$ cat src/rtl/seg7_pkg.sv
// ---------------------------------------------------------------------------
// seg7_pkg
// Shared types and constants for the seven-segment scan controller.
//   scan_state_t   : scan FSM states (BLANK guard period, DRIVE one digit)
//   DEFAULT_DWELL  : default clk cycles a digit is driven
//   DEFAULT_GUARD  : default clk cycles of all-off before each digit
//   HEX_W          : width of one stored hex digit
// ---------------------------------------------------------------------------
package seg7_pkg;

   typedef enum logic {
      BLANK = 1'b0,
      DRIVE = 1'b1
   } scan_state_t;

   localparam int DEFAULT_DWELL = 2500;
   localparam int DEFAULT_GUARD = 16;
   localparam int HEX_W         = 4;

endpackage

$ cat src/rtl/seg7_scan_ctrl_decoder.sv
// ---------------------------------------------------------------------------
// seg7_scan_ctrl_decoder
// Hex digit to seven-segment pattern decoder, active-high segments.
// Bit order is {g,f,e,d,c,b,a}; segment a is bit 0.
// Ports:
//   digit     in   HEX_W  hex value to display
//   segments  out  7      segment pattern for that value
// ---------------------------------------------------------------------------
module seg7_scan_ctrl_decoder
   import seg7_pkg::*;
(
   input  logic [HEX_W-1:0] digit,
   output logic [6:0]       segments
);

   // Pure lookup; lower-case glyphs are used for b and d so they stay
   // distinguishable from 8 and 0.
   always_comb begin
      segments = 7'h00;
      case (digit)
         4'h0: segments = 7'h3F;
         4'h1: segments = 7'h06;
         4'h2: segments = 7'h5B;
         4'h3: segments = 7'h4F;
         4'h4: segments = 7'h66;
         4'h5: segments = 7'h6D;
         4'h6: segments = 7'h7D;
         4'h7: segments = 7'h07;
         4'h8: segments = 7'h7F;
         4'h9: segments = 7'h6F;
         4'hA: segments = 7'h77;
         4'hB: segments = 7'h7C;
         4'hC: segments = 7'h39;
         4'hD: segments = 7'h5E;
         4'hE: segments = 7'h79;
         4'hF: segments = 7'h71;
         default: segments = 7'h00;
      endcase
   end

endmodule

$ cat src/rtl/seg7_scan_ctrl.sv
// ---------------------------------------------------------------------------
// seg7_scan_ctrl
// Time-multiplexed scan controller for an NDIG-digit common-segment display.
// A shadow bank is written over a valid/ready port; a commit publishes the
// whole shadow bank into the displayed (active) bank at the next frame end,
// so a frame never shows a mix of old and new digits. Each digit is preceded
// by a guard period with every digit off to suppress ghosting.
// Ports:
//   clk         in   1            clock
//   rst_n       in   1            synchronous active-low reset
//   en          in   1            scan enable; 0 parks the scan, display dark
//   wr_valid    in   1            write request
//   wr_ready    out  1            write accept (low while a commit is pending)
//   wr_addr     in   clog2(NDIG)  digit index; indices >= NDIG are discarded
//   wr_data     in   4            hex value for that digit
//   commit      in   1            publish shadow bank at next frame end
//   seg_out     out  7            segment drive for the active digit
//   dig_en      out  NDIG         one-hot digit enable, active high
//   frame_tick  out  1            high for the last cycle of each frame
// ---------------------------------------------------------------------------
module seg7_scan_ctrl
   import seg7_pkg::*;
#(
   parameter int NDIG  = 4,
   parameter int DWELL = DEFAULT_DWELL,
   parameter int GUARD = DEFAULT_GUARD,
   parameter int CNT_W = 12
) (
   input  logic                    clk,
   input  logic                    rst_n,
   input  logic                    en,
   input  logic                    wr_valid,
   output logic                    wr_ready,
   input  logic [$clog2(NDIG)-1:0] wr_addr,
   input  logic [HEX_W-1:0]        wr_data,
   input  logic                    commit,
   output logic [6:0]              seg_out,
   output logic [NDIG-1:0]         dig_en,
   output logic                    frame_tick
);

   localparam int AW = $clog2(NDIG);

   scan_state_t      state;
   logic [CNT_W-1:0] cnt;
   logic [AW-1:0]    idx;
   logic             pending;
   logic [HEX_W-1:0] shadow [NDIG];
   logic [HEX_W-1:0] active [NDIG];
   logic [6:0]       dec_seg;

   logic last_guard;
   logic last_dwell;
   logic last_digit;
   logic wr_fire;
   logic addr_ok;

   assign last_guard = (cnt == CNT_W'(GUARD - 1));
   assign last_dwell = (cnt == CNT_W'(DWELL - 1));
   assign last_digit = (idx == AW'(NDIG - 1));
   assign wr_fire    = wr_valid && wr_ready;
   assign addr_ok    = (int'(wr_addr) < NDIG);

   // The frame ends on the last dwell cycle of the last digit. The en term
   // keeps a publish from happening on the very edge that parks the scan.
   assign frame_tick = (state == DRIVE) && last_digit && last_dwell && en;

   // Writes are held off while a commit is waiting, so the shadow bank being
   // published can never change underneath the publish.
   assign wr_ready = !pending;

   // Scan sequencer: BLANK counts the guard period, DRIVE counts the dwell of
   // digit idx, then idx advances and the next guard starts. Dropping en parks
   // the scan at the start of the guard before digit 0.
   always_ff @(posedge clk) begin
      if (!rst_n || !en) begin
         state <= BLANK;
         cnt   <= '0;
         idx   <= '0;
      end else begin
         case (state)
            BLANK: begin
               if (last_guard) begin
                  cnt   <= '0;
                  state <= DRIVE;
               end else begin
                  cnt <= cnt + CNT_W'(1);
               end
            end
            DRIVE: begin
               if (last_dwell) begin
                  cnt   <= '0;
                  idx   <= last_digit ? '0 : idx + AW'(1);
                  state <= BLANK;
               end else begin
                  cnt <= cnt + CNT_W'(1);
               end
            end
            default: begin
               cnt   <= '0;
               idx   <= '0;
               state <= BLANK;
            end
         endcase
      end
   end

   // Double-buffered digit banks and the commit handshake. A write and a
   // commit in the same cycle both land on one edge, so the write is part of
   // that commit. A commit that arrives on the frame_tick cycle with nothing
   // pending only arms pending; the publish waits for the following frame end.
   always_ff @(posedge clk) begin
      if (!rst_n) begin
         for (int i = 0; i < NDIG; i++) begin
            shadow[i] <= '0;
            active[i] <= '0;
         end
         pending <= 1'b0;
      end else begin
         if (wr_fire && addr_ok) begin
            shadow[wr_addr] <= wr_data;
         end
         if (frame_tick && pending) begin
            for (int i = 0; i < NDIG; i++) begin
               active[i] <= shadow[i];
            end
            pending <= 1'b0;
         end else if (commit && !pending) begin
            pending <= 1'b1;
         end
      end
   end

   // One shared decoder follows the scan index; its output is masked during
   // the guard period so no segment is lit while the digit select changes.
   seg7_scan_ctrl_decoder u_dec (
      .digit    (active[idx]),
      .segments (dec_seg)
   );

   assign seg_out = (state == DRIVE) ? dec_seg : 7'h00;
   assign dig_en  = (state == DRIVE) ? (NDIG'(1) << idx) : '0;

endmodule

$ cat config.mk
export PLATFORM = sky130hd
export DESIGN_NAME = seg7_scan_ctrl
export DESIGN_NICKNAME = d
export VERILOG_FILES = /design/src/rtl/seg7_pkg.sv /design/src/rtl/seg7_scan_ctrl_decoder.sv /design/src/rtl/seg7_scan_ctrl.sv
export SDC_FILE = /design/constraint.sdc
export NUM_CORES = 1
export LEC_CHECK = 0
export BUFFER_PORTS_ARGS = -buffer_cell sky130_fd_sc_hd__buf_2
export CORE_MARGIN = 10
export CORE_UTILIZATION = 40
export DETAILED_ROUTE_END_ITERATION = 8
export PLACE_DENSITY = 0.66
export SYNTH_ARGS = -nofsm -noshare
export SYNTH_HDL_FRONTEND = slang
export SYNTH_SLANG_ARGS = --single-unit
$ cat constraint.sdc
create_clock -name clk -period 3.3 [get_ports clk]
set_clock_uncertainty 0.1 [all_clocks]
set_input_delay 0.66 -clock clk [delete_from_list [all_inputs] [get_ports clk]]
set_output_delay 0.66 -clock clk [all_outputs]
set_load 0.005 [all_outputs]
==> results of run 1 <==
## layout by cell type, fill, tap and decap left out, types with 3 or more instances in the layout
cell,n
sky130_fd_sc_hd__and2_1,36
sky130_fd_sc_hd__edfxtp_1,32
sky130_fd_sc_hd__buf_2,23
sky130_fd_sc_hd__nor2_1,18
sky130_fd_sc_hd__dfxtp_1,18
sky130_fd_sc_hd__inv_1,12
sky130_fd_sc_hd__nand2_1,11
sky130_fd_sc_hd__ha_1,11
sky130_fd_sc_hd__nand3_1,7
sky130_fd_sc_hd__a21oi_1,5
sky130_fd_sc_hd__xnor2_1,5
sky130_fd_sc_hd__clkbuf_8,5
sky130_fd_sc_hd__mux4_2,4
sky130_fd_sc_hd__nor3_1,4
sky130_fd_sc_hd__and3_1,4
sky130_fd_sc_hd__xor2_1,4
sky130_fd_sc_hd__o21ai_0,3
sky130_fd_sc_hd__nor3b_1,3
sky130_fd_sc_hd__a311oi_1,3
sky130_fd_sc_hd__mux2i_1,3
sky130_fd_sc_hd__nand2b_1,3
sky130_fd_sc_hd__nand4_1,3
## synth_stat cells (all sizes together)
master	n	area share, %
nand2	11	1.7
edfxtp	32	39
o31ai	1	0.31
mux2i	3	1.2
a41o	1	0.41
nand2b	3	0.76
xnor2	5	1.8
ha	11	5.6
a21oi	5	1.0
o21ai	4	0.81
nor2	18	2.7
nor4	2	1.1
and4bb	1	0.51
nor3	5	1.5
o211ai	2	0.81
and3	4	1.0
nor3b	3	0.92
clkbuf	1	0.15
o2111ai	1	0.36
or3	2	0.51
nand4	5	1.8
o311a	1	0.41
a211oi	1	0.31
and2	36	9.2
buf	5	1.4
xor2	4	1.4
mux4	4	3.7
a311oi	3	1.1
nand3	7	1.4
and4	1	0.36
inv	12	1.8
or2	1	0.25
dfxtp	18	15
## stage by stage
step,area [sq um],hold slack [ns],power [mW],setup WS (ns)
after floorplan,2460,0.326,0.748,0.550
final,2720,0.371,1.08,0.296
after global placement,2640,0.340,0.769,0.657
after CTS,2720,0.374,1.09,0.280
after detailed placement,2640,0.356,0.770,0.612
after global routing,2720,0.406,1.13,0.127
## worst register-to-register path, stage by stage, from the launching register on
cell and delay, ns:
sky130_fd_sc_hd__dfxtp_1 0.37, sky130_fd_sc_hd__ha_1 0.23, sky130_fd_sc_hd__and3_1 0.22, sky130_fd_sc_hd__nand3_1 0.12, sky130_fd_sc_hd__o211ai_1 0.77, sky130_fd_sc_hd__nor2_1 0.11
## cell families after synthesis
group,count (synthesis)
simple gates,99
flops,50
compound gates,19
buf+inv,18
fa+ha+maj,11
xor+xnor,9
mux,7
## power by group through the flow
stage	Clock, mW	Sequential (mW)	Combinational, mW
after floorplan	0	0.705	0.0429
after global placement	0	0.708	0.0611
after detailed placement	0	0.708	0.0618
after CTS	0.338	0.694	0.0621
after global routing	0.364	0.696	0.0699
final	0.328	0.693	0.0619
## how the worst max path moves through the flow
stage	slack (ns)	end	cells past startpoint
after CTS	0.28	seg_out[4]	6
after global placement	0.66	seg_out[3]	6
final	0.30	seg_out[4]	6
after detailed placement	0.61	seg_out[4]	6
after floorplan	0.55	active[0][0]$_SDFFCE_PN0P_	3
after global routing	0.13	seg_out[4]	6
## routing by layer
layer	global-route usage (%)	part of all wire (%)
met4	2.76	1.3
met2	12.5	44
met5	0	0
met3	2.33	5.5
met1	10.3	49
## flip-flops by register name, indices dropped and copies added, names as in the netlist, named ones only
| register | count |
|---|---|
| state | 1 |
| idx | 2 |
| shadow | 16 |
| pending | 1 |
| active | 16 |
| cnt | 12 |
## final cells by class
cell class | instances | area share [%]
clock buffers | 6 | 2.67
clock inverters | 2 | 0.368
inverters | 12 | 1.66
multi-input cells | 145 | 38.8
flip-flops and latches | 50 | 48.6
well taps | 75 | 3.45
repair buffers | 24 | 4.51
==> results list, run 1 <==
- The flow ran to the end, and the final reports show no timing, DRC or antenna violations.
- The tree is rooted in a sky130_fd_sc_hd__clkbuf_8.
* Portion of total power attributed to combinational logic: 5.7%
- Summed over all layers, the routed wires come to 3.84 mm.
- Endpoint with the worst hold slack: cnt[0]$_SDFF_PP0_
* Required time reported for the critical path endpoint: 2.54 ns
- The area growth from synthesis to layout is 10.6%.
- The number of buffers and inverters on the critical path is 3.
- Counting along the longest clock path gives a buffer depth of 2.
* Multiplexer area fraction after synthesis: 4.89%
- Peak clock frequency supported by timing: 0.333 GHz
* Area occupied by multi-input gates: 1050 sq um
- Share of cells above drive strength 1: 17.2%
- Number of cells after detailed placement: 306
- Measured against its own limit, the worst slew margin works out to 38.0%.
- Post-synthesis average cell area: 11.5 sq um
- Of the available clock period, the critical path in the final layout requires 91.0%.
* Number of warnings printed during yosys synthesis: 0
- Chip Width: 98.4 um
- Via density: 4.87
* CTS H-Tree Depth: 2
- When the netlist entered floorplanning its net count stood at 235.
* TritonCTS clock tree: yes
- Summing the sequential cell areas from Yosys gives 53.7% of the chip area.
* GR Overflow Total: 0
* Hold path startpoint: cnt[0]$_SDFF_PP0_
* Share of the core filled with cells: 45.7%
- The synthesized netlist devotes 23.7% of its cell area to simple gates.
- The startpoint identified for the worst register-to-register timing path is cnt[0]$_SDFF_PP0_.
- Antenna violations before repair: 0
- The initial utilization of the core area, before any placement, comes to 41.3%.
- During I/O placement, the number of pins put on the boundary was 24.
- Post_cts resized: 0
* Area of the placeable core: 5960 sq um
* Clock transition at path regs: 0.08 ns
- First-pass GRT wire length: 6.71 mm
* Min-Delay Path Class: flip-flop to flip-flop
- For the worst setup path, the data arrival time is 2.24 ns.
- For this run, the total global-route usage over all layers was measured as 8.00%.
* Largest driver fanout on the critical path: 6
* Kind of cell with the highest combined delay on the critical path: multiplexers
- Violation count after the first detailed-route iteration: 56
- Final-layout setup total negative slack: 0 ns
* Area of the die: 9680 sq um
- Number of CTS-inserted buffers: 5
- Share of synthesized cell area in full adder, half adder and majority cells: 5.60%
- Length of the first detailed-routing pass in iterations: 4
* Critical Path End Type: output port
- The netlist uses 39 different library cells.
- Max capacitance violation total: 0
- Counting the fill cells in the layout gives 558.
* Antenna cells: 0
- The congestion estimate from routability-driven global placement came to 0.800.
* Peak ir drop on the vdd network: 0.195 mV
- For this design the total switching power over the nets is 0.227 mW.
- The critical path goes through mux4_2 -> inv_1 -> ha_1 -> inv_1 -> o311a_1 -> buf_2.
- Summed over all cells, the static leakage comes to 1.09 nW.
* Number of remaining DRC errors: 0
- The net count of the finished layout is 260.
- Reg-to-reg slack, setup: 1.24 ns
- Xor/xnor share of the synthesized area: 3.21%
* Main combinational cell family by area after synthesis: simple AND/OR/NAND/NOR gates
- Endpoint of the lowest-slack register-to-register path: cnt[3]$_SDFF_PP0_
- Final non-filler cell total: 314
* Clk_lat worst skew: 0.29 ns
- Buffers placed on the I/O ports in this run total 23.
- In this design, the stage delay of the slowest critical-path cell is 0.60 ns.
- Count of clock tree sinks: 50
- Count of final max-slew check failures: 0
* Cells after Synth: 213
- The final hold violation count came to 0.
- Core Rows: 28
- Internal: 0.856 mW
* Highest-delay cell along the critical path: sky130_fd_sc_hd__mux4_2
* Startpoint type of the worst setup path: flip-flop
- The most numerous cell type found on the critical path is sky130_fd_sc_hd__inv_1.
- Remaining antenna violation count after routing: 0
* Synth Cell Area: 2460 sq um
- Die Ht: 98.4 um
- Largest net degree at the start of global routing: 18
* Final setup vio count: 0
- Summing the areas of all compound-gate instances in the mapped netlist gives 5.50% of the synthesized area.
- Unrepaired setup endpoints after global routing: false
- Worst setup path class: flip-flop to output port
- The via count of the first global-routing pass is 1528.
- After detailed routing, the average wire length per cell comes to 12.2 um.
- Dividing total power by cell area gives a power density of 398 nW/um^2.
- At the pin with the least slew margin, the transition time is 0.926 ns.
- Counting instances, the worst hold path has a depth of 1.
- Shortest period the worst path allows: 3.00 ns
- Measured in cells, the most critical reg-to-reg path has a length of 5.
* Fraction of power consumed by sequential logic: 64.0%
- The clock network accounts for 30.3% of the total power.
- HPWL reported at the end of detailed placement: 3.01 mm
- Switching Share: 21.0%
* #FFs+latches synth: 50
- Number of setup buffers added after CTS: 0
- Total number of vias: 1529
* Cts-stage hold buffer count: 0
- In the final layout, flip-flops and latches occupy 1320 sq um.
Power figures use the tool's default switching activity.
==> inputs of run 2 (changes only) <==
--- a/config.mk
+++ b/config.mk
@@ -6,10 +6,12 @@
 export NUM_CORES = 1
 export LEC_CHECK = 0
 export BUFFER_PORTS_ARGS = -buffer_cell sky130_fd_sc_hd__buf_2
+export CELL_PAD_IN_SITES_DETAIL_PLACEMENT = 0
+export CELL_PAD_IN_SITES_GLOBAL_PLACEMENT = 1
 export CORE_MARGIN = 10
 export CORE_UTILIZATION = 40
 export DETAILED_ROUTE_END_ITERATION = 8
-export PLACE_DENSITY = 0.66
+export PLACE_DENSITY = 0.77
 export SYNTH_ARGS = -nofsm -noshare
 export SYNTH_HDL_FRONTEND = slang
 export SYNTH_SLANG_ARGS = --single-unit
==> results list, run 2 (synthesis results as in run 1) <==
- In this run the tool buffered the top-level ports with 23 buffer cells.
- Starting Density: 41.3%
* Overall routed net length: 4.04 mm
- The first global-routing pass estimated 6.79 mm of wire.
- Setup repair after global routing left no endpoint under its margin.
- The worst setup path is launched from a flip-flop.
- Reg-to-reg slack, setup: 1.26 ns
- Once layout is complete, the utilization of the core stands at 45.7%.
* Arrival time at the worst endpoint: 2.23 ns
- Peak ir drop on the vdd network: 0.217 mV
- Leak: 1.08 nW
* Slew headroom: 39.0%
* Die Ht: 98.4 um
- Antenna violations before repair: 0
- Count of final max-slew check failures: 0
- Critical Path End Type: output port
* Max capacitance violation total: 0
- The finished cells cover 2720 sq um.
- Sequential cell area: 1320 sq um
- Nets: 260
- Dividing the detail-routed via count by the number of cells gives 4.89.
- In this run the cell area measured after placement is 2640 sq um.
- The die covers 9680 sq um.
- Post_cts resized: 0
- The run finished with clean final reports.
- The top cell types in the final layout, fill and taps aside, are sky130_fd_sc_hd__and2_1 (36), sky130_fd_sc_hd__edfxtp_1 (32), sky130_fd_sc_hd__buf_2 (23).
* Hold path startpoint: cnt[0]$_SDFF_PP0_
* Critical path buffers and inverters: 3
- Measured in cells, the most critical reg-to-reg path has a length of 5.
* WHS Path Cells: 1
* HPWL reported at the end of detailed placement: 3.10 mm
- TritonCTS clock tree: yes
* Final non-filler cell total: 314
- Chip Width: 98.4 um
* Largest net degree at the start of global routing: 18
- The clock passes through at most 2 buffers.
- In this run the worst path has a maximum fanout of 6.
* Core Rows: 28
* I/O pin count: 24
* Area of the placeable core: 5960 sq um
- The root buffer cell chosen for the clock tree is sky130_fd_sc_hd__clkbuf_8.
* Required time reported for the critical path endpoint: 2.54 ns
* Cts-stage hold buffer count: 0
- Area grow syn2layout: 10.7%
- Critical Path Most Common Cell: sky130_fd_sc_hd__inv_1
- Leading cell type in the layout, fill and taps excluded: sky130_fd_sc_hd__and2_1
* Peak clock frequency supported by timing: 0.335 GHz
* Final setup vio count: 0
- The post-route netlist has 17.2% of its cells at a drive strength greater than 1.
- Endpoint with the worst hold slack: cnt[0]$_SDFF_PP0_
- Clock transition at path regs: 0.08 ns
- GR Overflow Total: 0
- The tightest min-delay check is of the flip-flop to flip-flop type.
- Global routing used 8.37% of the available tracks.
* CTS H-Tree Depth: 2
- For the pin with the worst max-slew slack, the measured transition is 0.911 ns.
- Fill cells in the final layout number 577.
* Final weighted congestion in routability-driven placement: 0.778
- In this design, the stage delay of the slowest critical-path cell is 0.61 ns.
* Biggest registers after layout: active (16), shadow (16), cnt (12)
* Number of CTS-inserted buffers: 5
- The first detailed-routing pass ran for 4 iterations.
- Clk_lat worst skew: 0.30 ns
- Final Hold Fails: 0
- Number of cells after detailed placement: 306
- Critical register-to-register path startpoint: cnt[0]$_SDFF_PP0_
* Antenna cells: 0
* Number of remaining DRC errors: 0
- For this block, the initial DRC count from the detailed router was 35.
- Shortest period the worst path allows: 2.99 ns
- The via count of the first global-routing pass came to 1456.
- After layout, the worst path uses 90.5% of the clock period.
- Setup total negative slack on the finished layout was measured at 0 ns.
- Area occupied by multi-input gates: 1050 sq um
- Post-CTS timing repair inserted 0 buffers for setup.
* Total number of vias: 1537
- Power per cell area: 400 nW/um^2
* Average routed wire per standard cell: 12.9 um
- Grouping stages by cell kind, the critical path spends the most delay in multiplexers.
- Worst setup path class: flip-flop to output port
- Traced cell by cell, the critical path runs through mux4_2 -> inv_1 -> ha_1 -> inv_1 -> o311a_1 -> buf_2.
- The count of nets left with antenna violations once routing finished came out at 0.
* Count of clock tree sinks: 50
- In this run the critical register-to-register path is captured at cnt[3]$_SDFF_PP0_.
- Highest-delay cell along the critical path: sky130_fd_sc_hd__mux4_2
==> run 2: cell types whose count changed in the layout (fill, tap and decap cells not counted), sizes merged <==
cell,change
clkinvlp,+2
clkbuf,-1
clkinv,-1
==> run 2: worst max-delay path by stage <==
| stage | endpoint | slack (ns) | depth (start not counted) |
|---|---|---|---|
| after floorplan | active[0][0]$_SDFFCE_PN0P_ | 0.55 | 3 |
| after global placement | seg_out[4] | 0.65 | 6 |
| after detailed placement | seg_out[4] | 0.63 | 6 |
| after CTS | seg_out[4] | 0.30 | 6 |
| after global routing | seg_out[4] | 0.10 | 6 |
| final | seg_out[4] | 0.31 | 6 |
==> run 2: cell type report <==
cell class / instances / share of cell area (%)
Inverter: 12 / 1.65
Sequential cell: 50 / 48.5
Tap cell: 75 / 3.45
Clock buffer: 5 / 2.53
Timing Repair Buffer: 24 / 4.50
Clock inverter: 3 / 0.597
Multi-Input combinational cell: 145 / 38.7
==> run 2: routing by layer <==
layer  GRT usage, %  up-vias  share of wire (%)
li1               -      802                  -
met1           10.7      693                 51
met2           12.4       35                 42
met3           2.54        7                5.0
met4           4.30        0                2.0
met5              0        -                  0
==> run 2: where the power goes <==
| part | internal, mW | leakage, nW | switching, mW |
|---|---|---|---|
| clock network | 0.145 | 0.0377 | 0.191 |
| registers | 0.686 | 0.462 | 0.00665 |
| logic | 0.0222 | 0.585 | 0.0397 |
==> run 2: through the flow <==
| step | power, mW | setup slack, ns | hold WS (ns) |
|---|---|---|---|
| 2_1_floorplan | 0.748 | 0.550 | 0.326 |
| 3_3_place_gp | 0.769 | 0.651 | 0.341 |
| 3_5_place_dp | 0.770 | 0.631 | 0.354 |
| 4_1_cts | 1.10 | 0.296 | 0.374 |
| 5_1_grt | 1.13 | 0.101 | 0.410 |
| 6_report | 1.09 | 0.315 | 0.368 |
==> inputs of run 3 (changes only) <==
==> constraint.sdc (replaced) <==
create_clock -name clk -period 3.2 [get_ports clk]
set_clock_uncertainty 0.1 [all_clocks]
set_input_delay 0.64 -clock clk [delete_from_list [all_inputs] [get_ports clk]]
set_output_delay 0.64 -clock clk [all_outputs]
set_load 0.005 [all_outputs]
==> results list, run 3 (synthesis results as in run 1) <==
- Port Buffers: 23
- The clock passes through at most 2 buffers.
* Remaining antenna violation count after routing: 0
* Worst setup path class: flip-flop to output port
- For this configuration, the core starts out at a cell density of 41.3%.
* Overall routed net length: 3.92 mm
- Violation count after the first detailed-route iteration: 42
* Final Hold Fails: 0
* Count of clock tree sinks: 50
- Clock-pin slew was measured on the worst setup and hold paths at 0.08 ns.
- Total met3 wirelength after detailed routing: 258 um
- The detailed router put a total of 1.99 mm of wire on met1.
- Leak: 1.09 nW
- In this run the tightest slew margin relative to its limit is 71.1%.
- Measured along the y axis, the die boundary spans 98.4 um.
- Count of final max-slew check failures: 0
- Global routing consumed, over all layers together, 8.48% of the routing resources.
- Number of setup buffers added after CTS: 0
- In this run the count of I/O pins placed on the die edge is 24.
- The share of total power dissipated in the clock network is 30.5%.
* Unrepaired setup endpoints after global routing: false
- For this run, design rule violations remaining after detail routing come to 0.
- HPWL reported at the end of detailed placement: 3.06 mm
* Number of CTS-inserted buffers: 5
* Power per cell area: 410 nW/um^2
* Chip Width: 98.4 um
- Final Cell Area: 2730 sq um
* Area of the placeable core: 5960 sq um
- At the later pin of the worst-skew pair, clock insertion delay measures 0.30 ns.
- The flow ran to the end, and the final reports show no timing, DRC or antenna violations.
- In this run, the combinational gates consume 5.7% of the power.
- The tightest min-delay check is of the flip-flop to flip-flop type.
- Static timing analysis puts the maximum clock frequency at 0.345 GHz.
- Signal routing reaches up to met4.
- Fill cells in the final layout number 574.
- CTS built an H-tree with a depth of 2.
* Fraction of power consumed by sequential logic: 63.8%
* Net Switching: 0.237 mW
* Vias in the first global route: 1490
* Root buf cell: sky130_fd_sc_hd__clkbuf_8
- The tool flagged a number of max-cap violations equal to 0.
* Largest driver fanout on the critical path: 6
- The die covers 9680 sq um.
- Average routed wire per standard cell: 12.4 um
- For the worst setup path, the data arrival time is 2.16 ns.
- Switching Share: 21.2%
- GR Overflow Total: 0
* Final-layout setup total negative slack: 0 ns
- Of the cells placed in the final design, the portion with a size suffix greater than 1 is 17.5%.
- The floorplan has 28 rows.
- Cts-stage hold buffer count: 0
* Peak ir drop on the vdd network: 0.191 mV
* Total number of vias: 1519
- The internal power of the cells totals 0.882 mW.
- Entering global routing, the biggest net connects 18 pins.
* Length of the first detailed-routing pass in iterations: 4
- Final weighted congestion in routability-driven placement: 0.776
- Biggest registers after layout: active (16), shadow (16), cnt (12)
- First-pass GRT wire length: 6.97 mm
- The area growth from synthesis to layout is 10.9%.
- Startpoint type of the worst setup path: flip-flop
- Highest-count cells in the layout ignoring fill and taps: sky130_fd_sc_hd__and2_1 (36), sky130_fd_sc_hd__edfxtp_1 (32), sky130_fd_sc_hd__buf_2 (23)
- Of the available clock period, the critical path in the final layout requires 90.7%.
- The number of antenna diodes in the final layout is 0.
- At the pin with the least slew margin, the transition time is 0.431 ns.
* WL met2: 1.64 mm
- Measured on the finished design, the core utilization comes to 45.8%.
- Via density: 4.82
* Post_cts resized: 0
- Placement Cell Area: 2650 sq um
- STA classifies the critical path endpoint as an output port.
- Antenna violations before repair: 0
* Nets: 261
* Required time reported for the critical path endpoint: 2.46 ns
- Number of cells after detailed placement: 307
- Shortest period the worst path allows: 2.90 ns
* Leading cell type in the layout, fill and taps excluded: sky130_fd_sc_hd__and2_1
* Final non-filler cell total: 315
- Setup violations remaining at the end of the flow were counted as 0.
- TritonCTS clock tree: yes
==> run 3: path summary, 6_finish.rpt <==
kind,from,endpoint,slack (ns),cells past startpoint
hold reg to reg,cnt[0]$_SDFF_PP0_,cnt[0]$_SDFF_PP0_,0.37,1
setup reg to reg,cnt[0]$_SDFF_PP0_,active[2][2]$_SDFFCE_PN0P_,1.24,5
setup / recovery,flip-flop,seg_out[4],0.30,6
hold / removal,cnt[0]$_SDFF_PP0_,cnt[0]$_SDFF_PP0_,0.37,1
==> run 3: layer usage <==
layer / global-route usage (%) / vias to the layer above
li1: - / 808
met1: 11.0 / 670
met2: 12.6 / 37
met3: 2.75 / 4
met4: 3.64 / 0
met5: 0 / -
==> run 3: layout make-up <==
| class | count | area, sq um | share of cell area (%) |
|---|---|---|---|
| multi-input cells | 145 | 1050 | 38.7 |
| repair buffers | 25 | 130 | 4.77 |
| flip-flops and latches | 50 | 1320 | 48.5 |
| clock buffers | 6 | 72.6 | 2.66 |
| well taps | 75 | 93.8 | 3.44 |
| inverters | 12 | 45.0 | 1.65 |
| clock inverters | 2 | 8.76 | 0.321 |
==> run 3: stage by stage <==
stage	total power, mW	setup slack [ns]	hold WS [ns]
floorplan	0.771	0.464	0.326
global placement	0.794	0.572	0.341
detailed placement	0.794	0.532	0.358
CTS	1.14	0.178	0.377
global route	1.17	0.0995	0.407
finish	1.12	0.298	0.366
==> run 3: worst max-delay path: stages, from the launching register on <==
cell	delay, ns
sky130_fd_sc_hd__dfxtp_2	0.39
sky130_fd_sc_hd__mux4_2	0.59
sky130_fd_sc_hd__inv_1	0.13
sky130_fd_sc_hd__ha_1	0.19
sky130_fd_sc_hd__inv_1	0.08
sky130_fd_sc_hd__o311a_1	0.35
sky130_fd_sc_hd__buf_2	0.13
==> run 3: power by group through the flow <==
stage,sequential (mW),combinational (mW),clock (mW)
final,0.714,0.0642,0.341
after global routing,0.717,0.0725,0.377
after CTS,0.715,0.0648,0.358
after detailed placement,0.730,0.0644,0
after global placement,0.729,0.0648,0
after floorplan,0.727,0.0442,0
